<file path="config.mk">
export PLATFORM = sky130hd
export DESIGN_NAME = pipeline_controller
export DESIGN_NICKNAME = d
export VERILOG_FILES = /design/src/rtl/pipe_ctrl_pkg.sv /design/src/rtl/hazard_detect.sv /design/src/rtl/pipeline_controller.sv
export SDC_FILE = /design/constraint.sdc
export NUM_CORES = 1
export LEC_CHECK = 0
export ABC_AREA = 1
export CAP_MARGIN = 25
export CORE_ASPECT_RATIO = 1.75
export CORE_MARGIN = 1.5
export CORE_UTILIZATION = 30
export CTS_CLUSTER_SIZE = 16
export DETAILED_ROUTE_END_ITERATION = 7
export PLACE_DENSITY = 0.54
export SLEW_MARGIN = 20
export SYNTH_ARGS = -nofsm -noshare
export SYNTH_HDL_FRONTEND = slang
export SYNTH_SLANG_ARGS = --single-unit
</file>
<file path="constraint.sdc">
create_clock -name CLK -period 4.6 [get_ports CLK]
set_input_delay 0.69 -clock CLK [delete_from_list [all_inputs] [get_ports CLK]]
set_output_delay 0.69 -clock CLK [all_outputs]
set_load 0.005 [all_outputs]
</file>
<file path="src/rtl/pipe_ctrl_pkg.sv">
// Shared types and constants for the pipeline controller.
// FSM state encoding, MDU timeout and stall counter width.
package pipe_ctrl_pkg;

  typedef enum logic {
    RUN      = 1'b0,
    MDU_WAIT = 1'b1
  } state_t;

  localparam int MDU_TIMEOUT = 63;
  localparam int TMO_W       = 6;
  localparam int STALL_W     = 16;

endpackage

</file>
<file path="src/rtl/hazard_detect.sv">
// Load-use hazard comparator.
// Flags an ID read of the register an EX-stage load writes.
module hazard_detect (
  input  logic       i_ex_memread,
  input  logic [4:0] i_ex_rd,
  input  logic [4:0] i_id_rs1,
  input  logic [4:0] i_id_rs2,
  input  logic       i_id_uses_rs1,
  input  logic       i_id_uses_rs2,
  output logic       o_load_use
);

  logic w_hit1;
  logic w_hit2;

  assign w_hit1 = i_id_uses_rs1 &&
                  (i_id_rs1 == i_ex_rd);
  assign w_hit2 = i_id_uses_rs2 &&
                  (i_id_rs2 == i_ex_rd);

  assign o_load_use = i_ex_memread &&
                      (i_ex_rd != 5'd0) &&
                      (w_hit1 || w_hit2);

endmodule

</file>
<file path="src/rtl/pipeline_controller.sv">
// Pipeline stall/flush controller with MDU wait FSM.
// Mealy enables, MDU timeout and stall cycle counter.
module pipeline_controller
  import pipe_ctrl_pkg::*;
(
  input  logic               CLK,
  input  logic               RESET,
  input  logic               BUSYWAIT,
  input  logic [4:0]         ID_RS1,
  input  logic [4:0]         ID_RS2,
  input  logic               ID_USES_RS1,
  input  logic               ID_USES_RS2,
  input  logic [4:0]         EX_RD,
  input  logic               EX_MEMREAD,
  input  logic               EX_MDU,
  input  logic               BRANCH_TAKEN,
  input  logic               MDU_DONE,
  output logic               PC_EN,
  output logic               IF_ID_EN,
  output logic               ID_EX_EN,
  output logic               EX_MEM_EN,
  output logic               MEM_WB_EN,
  output logic               IF_ID_FLUSH,
  output logic               ID_EX_BUBBLE,
  output logic               EX_MEM_BUBBLE,
  output logic               MDU_START,
  output logic               MDU_ERR,
  output logic [STALL_W-1:0] STALL_CNT
);

  state_t             r_state;
  logic [TMO_W-1:0]   r_tmo;
  logic               r_err;
  logic [STALL_W-1:0] r_stall;

  logic               w_load_use;
  logic [TMO_W-1:0]   w_tmo_inc;
  logic               w_tmo_hit;

  hazard_detect u_hazard (
    .i_ex_memread  (EX_MEMREAD),
    .i_ex_rd       (EX_RD),
    .i_id_rs1      (ID_RS1),
    .i_id_rs2      (ID_RS2),
    .i_id_uses_rs1 (ID_USES_RS1),
    .i_id_uses_rs2 (ID_USES_RS2),
    .o_load_use    (w_load_use)
  );

  assign w_tmo_inc = r_tmo + 1'b1;
  assign w_tmo_hit =
    (w_tmo_inc == TMO_W'(MDU_TIMEOUT));

  // Per-cycle enables in priority order;
  // the MDU launch cycle already holds EX.
  always_comb begin
    PC_EN         = 1'b0;
    IF_ID_EN      = 1'b0;
    ID_EX_EN      = 1'b0;
    EX_MEM_EN     = 1'b0;
    MEM_WB_EN     = 1'b0;
    IF_ID_FLUSH   = 1'b0;
    ID_EX_BUBBLE  = 1'b0;
    EX_MEM_BUBBLE = 1'b0;
    MDU_START     = 1'b0;
    if (RESET || BUSYWAIT) begin
      PC_EN = 1'b0;
    end else if (r_state == MDU_WAIT) begin
      EX_MEM_EN = 1'b1;
      MEM_WB_EN = 1'b1;
      if (MDU_DONE || w_tmo_hit) begin
        PC_EN    = 1'b1;
        IF_ID_EN = 1'b1;
        ID_EX_EN = 1'b1;
      end else begin
        EX_MEM_BUBBLE = 1'b1;
      end
    end else if (BRANCH_TAKEN) begin
      PC_EN        = 1'b1;
      IF_ID_EN     = 1'b1;
      ID_EX_EN     = 1'b1;
      EX_MEM_EN    = 1'b1;
      MEM_WB_EN    = 1'b1;
      IF_ID_FLUSH  = 1'b1;
      ID_EX_BUBBLE = 1'b1;
    end else if (EX_MDU) begin
      EX_MEM_EN     = 1'b1;
      MEM_WB_EN     = 1'b1;
      EX_MEM_BUBBLE = 1'b1;
      MDU_START     = 1'b1;
    end else if (w_load_use) begin
      ID_EX_EN     = 1'b1;
      EX_MEM_EN    = 1'b1;
      MEM_WB_EN    = 1'b1;
      ID_EX_BUBBLE = 1'b1;
    end else begin
      PC_EN     = 1'b1;
      IF_ID_EN  = 1'b1;
      ID_EX_EN  = 1'b1;
      EX_MEM_EN = 1'b1;
      MEM_WB_EN = 1'b1;
    end
  end

  // FSM, timeout counter, sticky error and
  // saturating stall counter.
  always_ff @(posedge CLK) begin
    if (RESET) begin
      r_state <= RUN;
      r_tmo   <= '0;
      r_err   <= 1'b0;
      r_stall <= '0;
    end else begin
      if (!PC_EN && (r_stall != '1)) begin
        r_stall <= r_stall + 1'b1;
      end
      if (!BUSYWAIT) begin
        unique case (r_state)
          RUN: begin
            if (!BRANCH_TAKEN && EX_MDU) begin
              r_state <= MDU_WAIT;
              r_tmo   <= '0;
            end
          end
          MDU_WAIT: begin
            r_tmo <= w_tmo_inc;
            if (MDU_DONE) begin
              r_state <= RUN;
            end else if (w_tmo_hit) begin
              r_state <= RUN;
              r_err   <= 1'b1;
            end
          end
        endcase
      end
    end
  end

  assign MDU_ERR   = r_err;
  assign STALL_CNT = r_stall;

endmodule

</file>
After elaboration in Yosys (flattened, before gate mapping)

Index checks and enable logic that the tools add are counted.

Register bits: 24
Output and inout port bits: 26

Add/sub/neg operators: 2
Eq/ne operators: 5
Multiplexer cells: 32
Bitwise logic cells: 3
Reductions and logical operators: 14

Operators with widths:

| kind                    | count |
|---|---|
| $mux W1                 | 29 |
| $add A16 B1 Y16 const B | 1 |
| $ne A16 B16 Y1 const B  | 1 |
| $pmux W6 S2             | 1 |
| $eq A5 B5 Y1            | 2 |
| $add A6 B1 Y6 const B   | 1 |
| $eq A6 B6 Y1 const B    | 1 |
| $logic_and A1 B1 Y1     | 6 |
| $mux W6                 | 1 |
| $reduce_bool A5 Y1      | 1 |
| $reduce_and A4 Y1       | 1 |
| $logic_or A1 B1 Y1      | 3 |
| $not A1 Y1              | 3 |
| $logic_not A1 Y1        | 2 |
| $ne A2 B2 Y1 const B    | 1 |
| $pmux W1 S2             | 1 |
| $reduce_and A2 Y1       | 1 |

Depth between registers and ports, before layout

Gate-level depths: netlist of the first run.

Depth after elaboration: 11
Gate-level depth with buffers: 13

Hierarchy

A second synthesis of the first run with hierarchy kept.

Cell total of the unflattened synthesis: 275
Area, all modules: 1642.8 µm²

Modules (own cells, without submodules):

| module              | times used | cells each | area each (µm²) | sequential area each (µm²) |
|---|---|---|---|---|
| pipeline_controller | 1          | 220        | 1426.4          | 480.5 |
| hazard_detect       | 1          | 55         | 216.5           | 0.0 |

Worst setup path after synthesis of the first run

No wires, ideal clock.

Path kind: input port to output port
From: input EX_RD[3]
To: output PC_EN
Data arrival time: 1.596 ns
Slack: 2.314 ns
Stages: 11
Path buffers: 2
Path through: inv_1 > nand2_1 > nand2_1 > nor2_1 > nand3_1 > nand2_1 > nand3_1 > nand3_2 > buf_2 > inv_1 > buf_4

Cells in the longest elaborated chain, start to end: 9

RTL lines:

| what                                          | RTL line                                 | source |
|---|---|---|
| start: declaration                            | pipeline_controller.sv:13                | `input logic [4:0] EX_RD,` |
| $eq A5 B5 Y1, on equally long branches        | hazard_detect.sv:17, hazard_detect.sv:19 |  |
| $logic_and A1 B1 Y1, on equally long branches | hazard_detect.sv:16, hazard_detect.sv:18 |  |
| $logic_or A1 B1 Y1                            | hazard_detect.sv:23                      | `(w_hit1 \|\| w_hit2);` |
| $logic_and A1 B1 Y1 *                         | hazard_detect.sv:22                      | `(i_ex_rd != 5'd0) &&` |
| $mux W1 * (5 in a row)                        | -                                        |  |
| end: declaration                              | pipeline_controller.sv:18                | `output logic PC_EN,` |

Every way passes the cells marked *; elsewhere a longest branch is shown, timed or not.

Final worst setup path of the first run

From: input RESET
To: output ID_EX_BUBBLE

Cells in the longest elaborated chain, start to end: 2

RTL lines:

| what               | RTL line                  | source |
|---|---|---|
| start: declaration | pipeline_controller.sv:7  | `input logic RESET,` |
| $logic_or A1 B1 Y1 | pipeline_controller.sv:66 | `if (RESET \|\| BUSYWAIT) begin` |
| $mux W1            | pipeline_controller.sv:66 |  |
| end: declaration   | pipeline_controller.sv:24 | `output logic ID_EX_BUBBLE,` |

Every way passes these cells.

==> results of run 1 <==
layout make-up:
| type | count | area share |
|---|---|---|
| multi-input combinational | 209 | 0.428 |
| timing repair buffer | 50 | 0.222 |
| sequential | 24 | 0.215 |
| inverter | 45 | 0.0754 |
| tap | 74 | 0.0413 |
| clock buffer | 3 | 0.0184 |
placed cells by master, fill, tap and decap left out:
cell                               n
sky130_fd_sc_hd__a21oi_1          22
sky130_fd_sc_hd__and3_1            1
sky130_fd_sc_hd__buf_4             1
sky130_fd_sc_hd__clkbuf_8          3
sky130_fd_sc_hd__clkdlybuf4s50_1  49
sky130_fd_sc_hd__clkinv_1          1
sky130_fd_sc_hd__dfxtp_1          24
sky130_fd_sc_hd__ha_1              3
sky130_fd_sc_hd__inv_1            44
sky130_fd_sc_hd__nand2_1          86
sky130_fd_sc_hd__nand2_2           3
sky130_fd_sc_hd__nand3_1          24
sky130_fd_sc_hd__nand3_2           2
sky130_fd_sc_hd__nand3b_1          2
sky130_fd_sc_hd__nand4_1           8
sky130_fd_sc_hd__nor2_1           45
sky130_fd_sc_hd__nor2_4            1
sky130_fd_sc_hd__nor3_1            4
sky130_fd_sc_hd__nor3b_1           1
sky130_fd_sc_hd__nor4_1            1
sky130_fd_sc_hd__o21ai_0           3
sky130_fd_sc_hd__or2_2             2
sky130_fd_sc_hd__xor2_2            1
cells by family (layout without fill, tap and decap cells):
kind of cell	Yosys count	after routing	share of synthesized area
AND/OR/NAND/NOR	180	180	0.469
buffers and inverters	52	98	0.133
AO/OA/AOI/OAI	25	25	0.0754
flip-flops	24	24	0.289
adder cells (fa/ha/maj)	3	3	0.0226
XOR/XNOR	1	1	0.00980
per-stage QoR:
stage | utilization | cell area (um2) | std cells | hold slack [ns] | setup slack (ns)
2_1_floorplan | - | 1660 | 285 | 0.446 | 2.31
3_3_place_gp | 0.415 | 2200 | 402 | 0.449 | 1.41
3_5_place_dp | 0.415 | 2200 | 402 | 0.460 | 1.40
4_1_cts | 0.423 | 2240 | 405 | 0.480 | 1.39
5_1_grt | 0.423 | 2240 | 405 | 0.527 | 1.25
6_report | 0.423 | 2240 | 405 | 0.471 | 1.41
final timing paths:
kind | start | endpoint | slack [ns] | cells past startpoint
min reg2reg | MDU_ERR | MDU_ERR | 0.47 | 2
max reg2reg | STALL_CNT[0] | STALL_CNT[13] | 2.35 | 10
max | RESET | ID_EX_BUBBLE | 1.41 | 5
min | MDU_ERR | MDU_ERR | 0.47 | 2
state kept, by name, indices dropped and copies added, names as in the netlist:
name	flops
STALL_CNT	16
r_tmo	6
r_state	1
MDU_ERR	1
worst register-to-register path, delay by kind of cell (launching register included):
family,cells,cell delay [ns]
adder cells (fa/ha/maj),1,0.25
AND/OR/NAND/NOR,9,1.47
flip-flops,1,0.42
layer usage:
metal	GRT usage	vias up
li1	-	979
met5	0	-
met4	0.0367	0
met1	0.149	790
met2	0.320	44
met3	0.0179	5
report_power, final:
group          leakage (nW)  internal (mW)  switching, mW
sequential            0.194          0.211        0.00503
clock                0.0216         0.0586         0.0679
combinational         0.805         0.0414         0.0371
total                  1.02          0.311          0.110
==> flow_summary.ini, run 1 <==
[setup_path]
crit_path_end_kind = output pin
path_cells = clkdlybuf4s50_1, nor2_1, nand2_1, nor3_1, clkdlybuf4s50_1
setup.worst_path.start_class = input port
setup.worst_path.class = in2out
critPathRequiredTime_ns = 3.91
path_delay_family = buffers and inverters
critPathMaxFanout = 7
cpMostUsedCell = sky130_fd_sc_hd__clkdlybuf4s50_1
timing.critical_path.slowest_stage_cell = sky130_fd_sc_hd__clkdlybuf4s50_1
crit_path_max_incr_delay_ns = 0.54
worstPathArrival_ns = 2.50
critical_path_buf_inv_count = 2

[flow_run]
drv_cap = 0

[synth]
synth.yosys.seq_area_share = 0.289
yosys.cell_count.top_type = sky130_fd_sc_hd__nand2_1
mappedNetlistArea_um2 = 1660
synth_largest_type_area_fraction = 0.289
post_synth_main_area_contributors = sky130_fd_sc_hd__dfxtp_1, sky130_fd_sc_hd__nand2_1, sky130_fd_sc_hd__nor2_1, sky130_fd_sc_hd__inv_1, sky130_fd_sc_hd__nand3_1
postSynthAreaPerCell_um2 = 5.83
synth_edf_count = 0
postSynthNetCount = 312
netlist_instances = 285
yosys-top-cells-count = sky130_fd_sc_hd__nand2_1, sky130_fd_sc_hd__nor2_1, sky130_fd_sc_hd__inv_1
post-synth-top-area-cell = sky130_fd_sc_hd__dfxtp_1
async_flop_share = 0
synth-main-ff-cell = sky130_fd_sc_hd__dfxtp_1
synth_cell_types = 23
synth_seq_cells = 24
yosysWarnings = 0

[routing]
postRouteWirelength_um = 4240
initialDrtViolationCount = 57
drcViolationCount = 0
avgRoutedWirePerCell_um = 10.5
wl_met3_um = 158
final_antenna_net_count = 0
route.layer.met1.wl_um = 1580
first_pass_iters = 4
dr_wl_met2_um = 2460
vias_per_cell = 4.49
dr_total_vias = 1818
route.top_layer_used = met4

[cts]
ctsHoldBuffers = 0
post_cts_resize_count = 0
clk_latency_ns = 0.27
htreeDepth = 1
number_of_clock_buffers_inserted_by_tritoncts = 3
clock_tree_from_tritoncts = yes
cts.path.max_buffers = 2
clk_root_buf = sky130_fd_sc_hd__clkbuf_8
numClockSinks = 24
cts.repair_timing.setup_buffer_count = 0
clkTransAtPathRegs_ns = 0.08

[finish]
layout.nets = 360
area_taken_by_multi_input_logic_gates_um2 = 958
antenna_cells_inserted = 0
area_growth_pct = 34.9
final.fill_count = 571
post_route_cells_drive_above_1_share = 0.0393
layout.area.seq_um2 = 480

[timing]
timing.final.hold_violations = 0
slew_violations = 0
fmax_mhz = 314
rsz_0062_raised_after_global_routing = false
fin_tns_setup_ns = 0
finalCriticalPeriod_ns = 3.19
min_period_over_period = 0.693
worst_pin_slew_ns = 0.577
setup_viol_count_final = 0
max_slew_margin = 0.613
clock_skew_ns = 0.00784

[floorplanning]
start_util = 0.313
ioPinCount = 50
floorplan_core_area_um2 = 5300
die_area_um2 = 6010
number_of_core_rows = 35
chipHeight_um = 101
die_span_in_x_um = 59.2

[place]
portBuffers = 49
dp_hpwl_um = 3490
gp_congestion = 0.800

[power_and_ir_drop]
cellPowerDensity_nw_per_um2 = 188
post-layout-total-power_uw = 421
p_leak_nw = 1.02
worst_ir_drop_vdd_mv = 0.0908

[global_routing]
largest_net_degree_at_the_start_of_global_routing = 30
grt_first_pass_wirelength_um = 7270
grt_antenna_before_repair = 0
grt.overflow.total = 0
grt_pass1_vias = 1756
grt.total_usage = 0.154

[outcome]
status = completed

[worst_hold_path]
hp-class = reg2reg
(Power assumes the default switching activity.)
==> run 2: changes to the inputs <==
Settings changed: PLACE_DENSITY 0.54 to 0.56.
Clock period 4.6 ns to 2.6 ns, I/O delays scaled along.
==> flow_summary.ini, run 2 (synthesis results as in run 1) <==
[setup_path]
crit_path_max_incr_delay_ns = 0.49
cpMostUsedCell = sky130_fd_sc_hd__nand2_2
path_cells = ha_2, nand2_2, nor2_4, xor2_2, nand3_2, nand2_2, nand3_4, inv_2, clkdlybuf4s50_1
ff2ff_setup_slack_ns = 0.66
startpoint = r_tmo[0]
setup.worst_path.class = reg2out
worst_setup_path_endpoint = IF_ID_EN
critPathRequiredTime_ns = 2.21
crit-reg2reg-launch = r_tmo[0]
crit_path_end_kind = output pin
setup.worst_path.start_class = flip-flop
critPathMaxFanout = 6
number_of_cells_traversed_by_the_worst_register_to_register_path = 12
r2r_end = STALL_CNT[13]
timing.critical_path.slowest_stage_cell = sky130_fd_sc_hd__clkdlybuf4s50_1
worstPathArrival_ns = 2.05

[finish]
post_route_cells_drive_above_1_share = 0.0772
antenna_cells_inserted = 0
largest_register_ff_count = 16
finalInstanceArea_um2 = 2320
area_growth_pct = 39.5
layout.area.seq_um2 = 488
final.fill_count = 569
layout.cells.most_common = sky130_fd_sc_hd__nand2_1
layout.nets = 366
area_taken_by_multi_input_logic_gates_um2 = 976
layout.cells.most_common_list = sky130_fd_sc_hd__nand2_1, sky130_fd_sc_hd__clkdlybuf4s50_1, sky130_fd_sc_hd__nor2_1

[timing]
slew_violations = 0
finalCriticalPeriod_ns = 2.44
fin_tns_setup_ns = 0
min_period_over_period = 0.939
setup_viol_count_final = 0
fmax_mhz = 410
hold_ws_ns = 0.475
clock_skew_ns = 0.00283
rsz_0062_raised_after_global_routing = false
timing.final.hold_violations = 0
worst_pin_slew_ns = 0.418
max_slew_margin = 0.721

[cts]
numClockSinks = 24
cts.path.max_buffers = 2
clkTransAtPathRegs_ns = 0.08
clk_root_buf = sky130_fd_sc_hd__clkbuf_8
ctsHoldBuffers = 0
number_of_clock_buffers_inserted_by_tritoncts = 3
htreeDepth = 1
clock_tree_from_tritoncts = yes
clk_latency_ns = 0.26

[global_routing]
grt_pass1_vias = 1748
groute.layer.met2.usage = 0.319
grtUsageMet3 = 0.0140
grt_antenna_before_repair = 0
global_route_met1_usage = 0.157
grt.total_usage = 0.158
largest_net_degree_at_the_start_of_global_routing = 30
grt_first_pass_wirelength_um = 7380
grt.overflow.total = 0
most_congested_layer_reported_by_global_routing = met2

[floorplanning]
start_util = 0.313
die_area_um2 = 6010
chipHeight_um = 101
die_span_in_x_um = 59.2
number_of_core_rows = 35
ioPinCount = 50
floorplan_core_area_um2 = 5300

[routing]
first_pass_iters = 4
initialDrtViolationCount = 74
avgRoutedWirePerCell_um = 10.3
vias_per_cell = 4.43
drcViolationCount = 0
final_antenna_net_count = 0
postRouteWirelength_um = 4250
dr_total_vias = 1821

[place]
dp_hpwl_um = 3500
gp_congestion = 0.816
portBuffers = 49
placed_area_um2 = 2230

[flow_run]
drv_cap = 0

[worst_hold_path]
worst_hold_startpoint = r_tmo[5]
hp-class = reg2reg
hold_path_depth = 2

[power_and_ir_drop]
cellPowerDensity_nw_per_um2 = 322
p_leak_nw = 1.09
worst_ir_drop_vdd_mv = 0.154

[outcome]
status = completed
==> run 2: cell types whose count changed in the layout (fill, tap and decap cells not counted), sizes merged <==
| cell | delta |
|---|---|
| buf | +6 |
| clkdlybuf4s50 | -4 |
| dlygate4sd2 | +1 |
| dlymetal6s2s | +3 |
==> run 2: worst min-delay path by stage <==
stage,end,slack [ns]
2_1_floorplan,r_tmo[5],0.45
3_3_place_gp,r_tmo[5],0.46
3_5_place_dp,r_tmo[5],0.47
4_1_cts,r_tmo[5],0.48
5_1_grt,MDU_ERR,0.51
6_report,r_tmo[5],0.47
==> run 2: metrics by stage <==
stage | total power [mW] | cells | util | worst slack, ns
detailed placement | 0.535 | 406 | 0.421 | -0.0312
global placement | 0.534 | 406 | 0.421 | -0.00347
floorplan | 0.458 | 285 | - | 0.656
CTS | 0.762 | 409 | 0.429 | 0.0233
finish | 0.745 | 411 | 0.437 | 0.160
global route | 0.793 | 411 | 0.437 | 0.0154
==> run 2: worst max-delay path, delay by kind of cell (launching register included) <==
family                     cells  cell delay, ns
and+or+nand+nor                5            0.50
adders and majority gates      1            0.18
buffers and inverters          2            0.55
DFF                            1            0.38
xor gates and xnor gates       1            0.17
==> run 2: power breakdown <==
part	total, mW	leakage [nW]	internal [mW]	switching (mW)
clock	0.220	0.0216	0.104	0.117
combinational	0.144	0.875	0.0769	0.0673
sequential	0.381	0.196	0.372	0.00923
total	0.745	1.09	0.552	0.193
==> run 2: metal layers <==
metal	share of wire	vias to the layer above
met2	0.58	36
met4	0.017	0
met5	0	-
met3	0.021	6
li1	-	993
met1	0.38	786
==> run 2: area by class of cell <==
type | count | share of cell area
well taps | 74 | 0.0400
flip-flops and latches | 24 | 0.211
multi-input cells | 209 | 0.421
repair buffers | 56 | 0.237
clock buffers | 3 | 0.0178
inverters | 45 | 0.0729
==> run 2: timing repair <==
action,4_1_cts,5_1_grt
pin swaps,0,2
gates resized for setup,3,11
cloned,0,0
buffers inserted,0,2
endpoints found under the setup margin,3,3
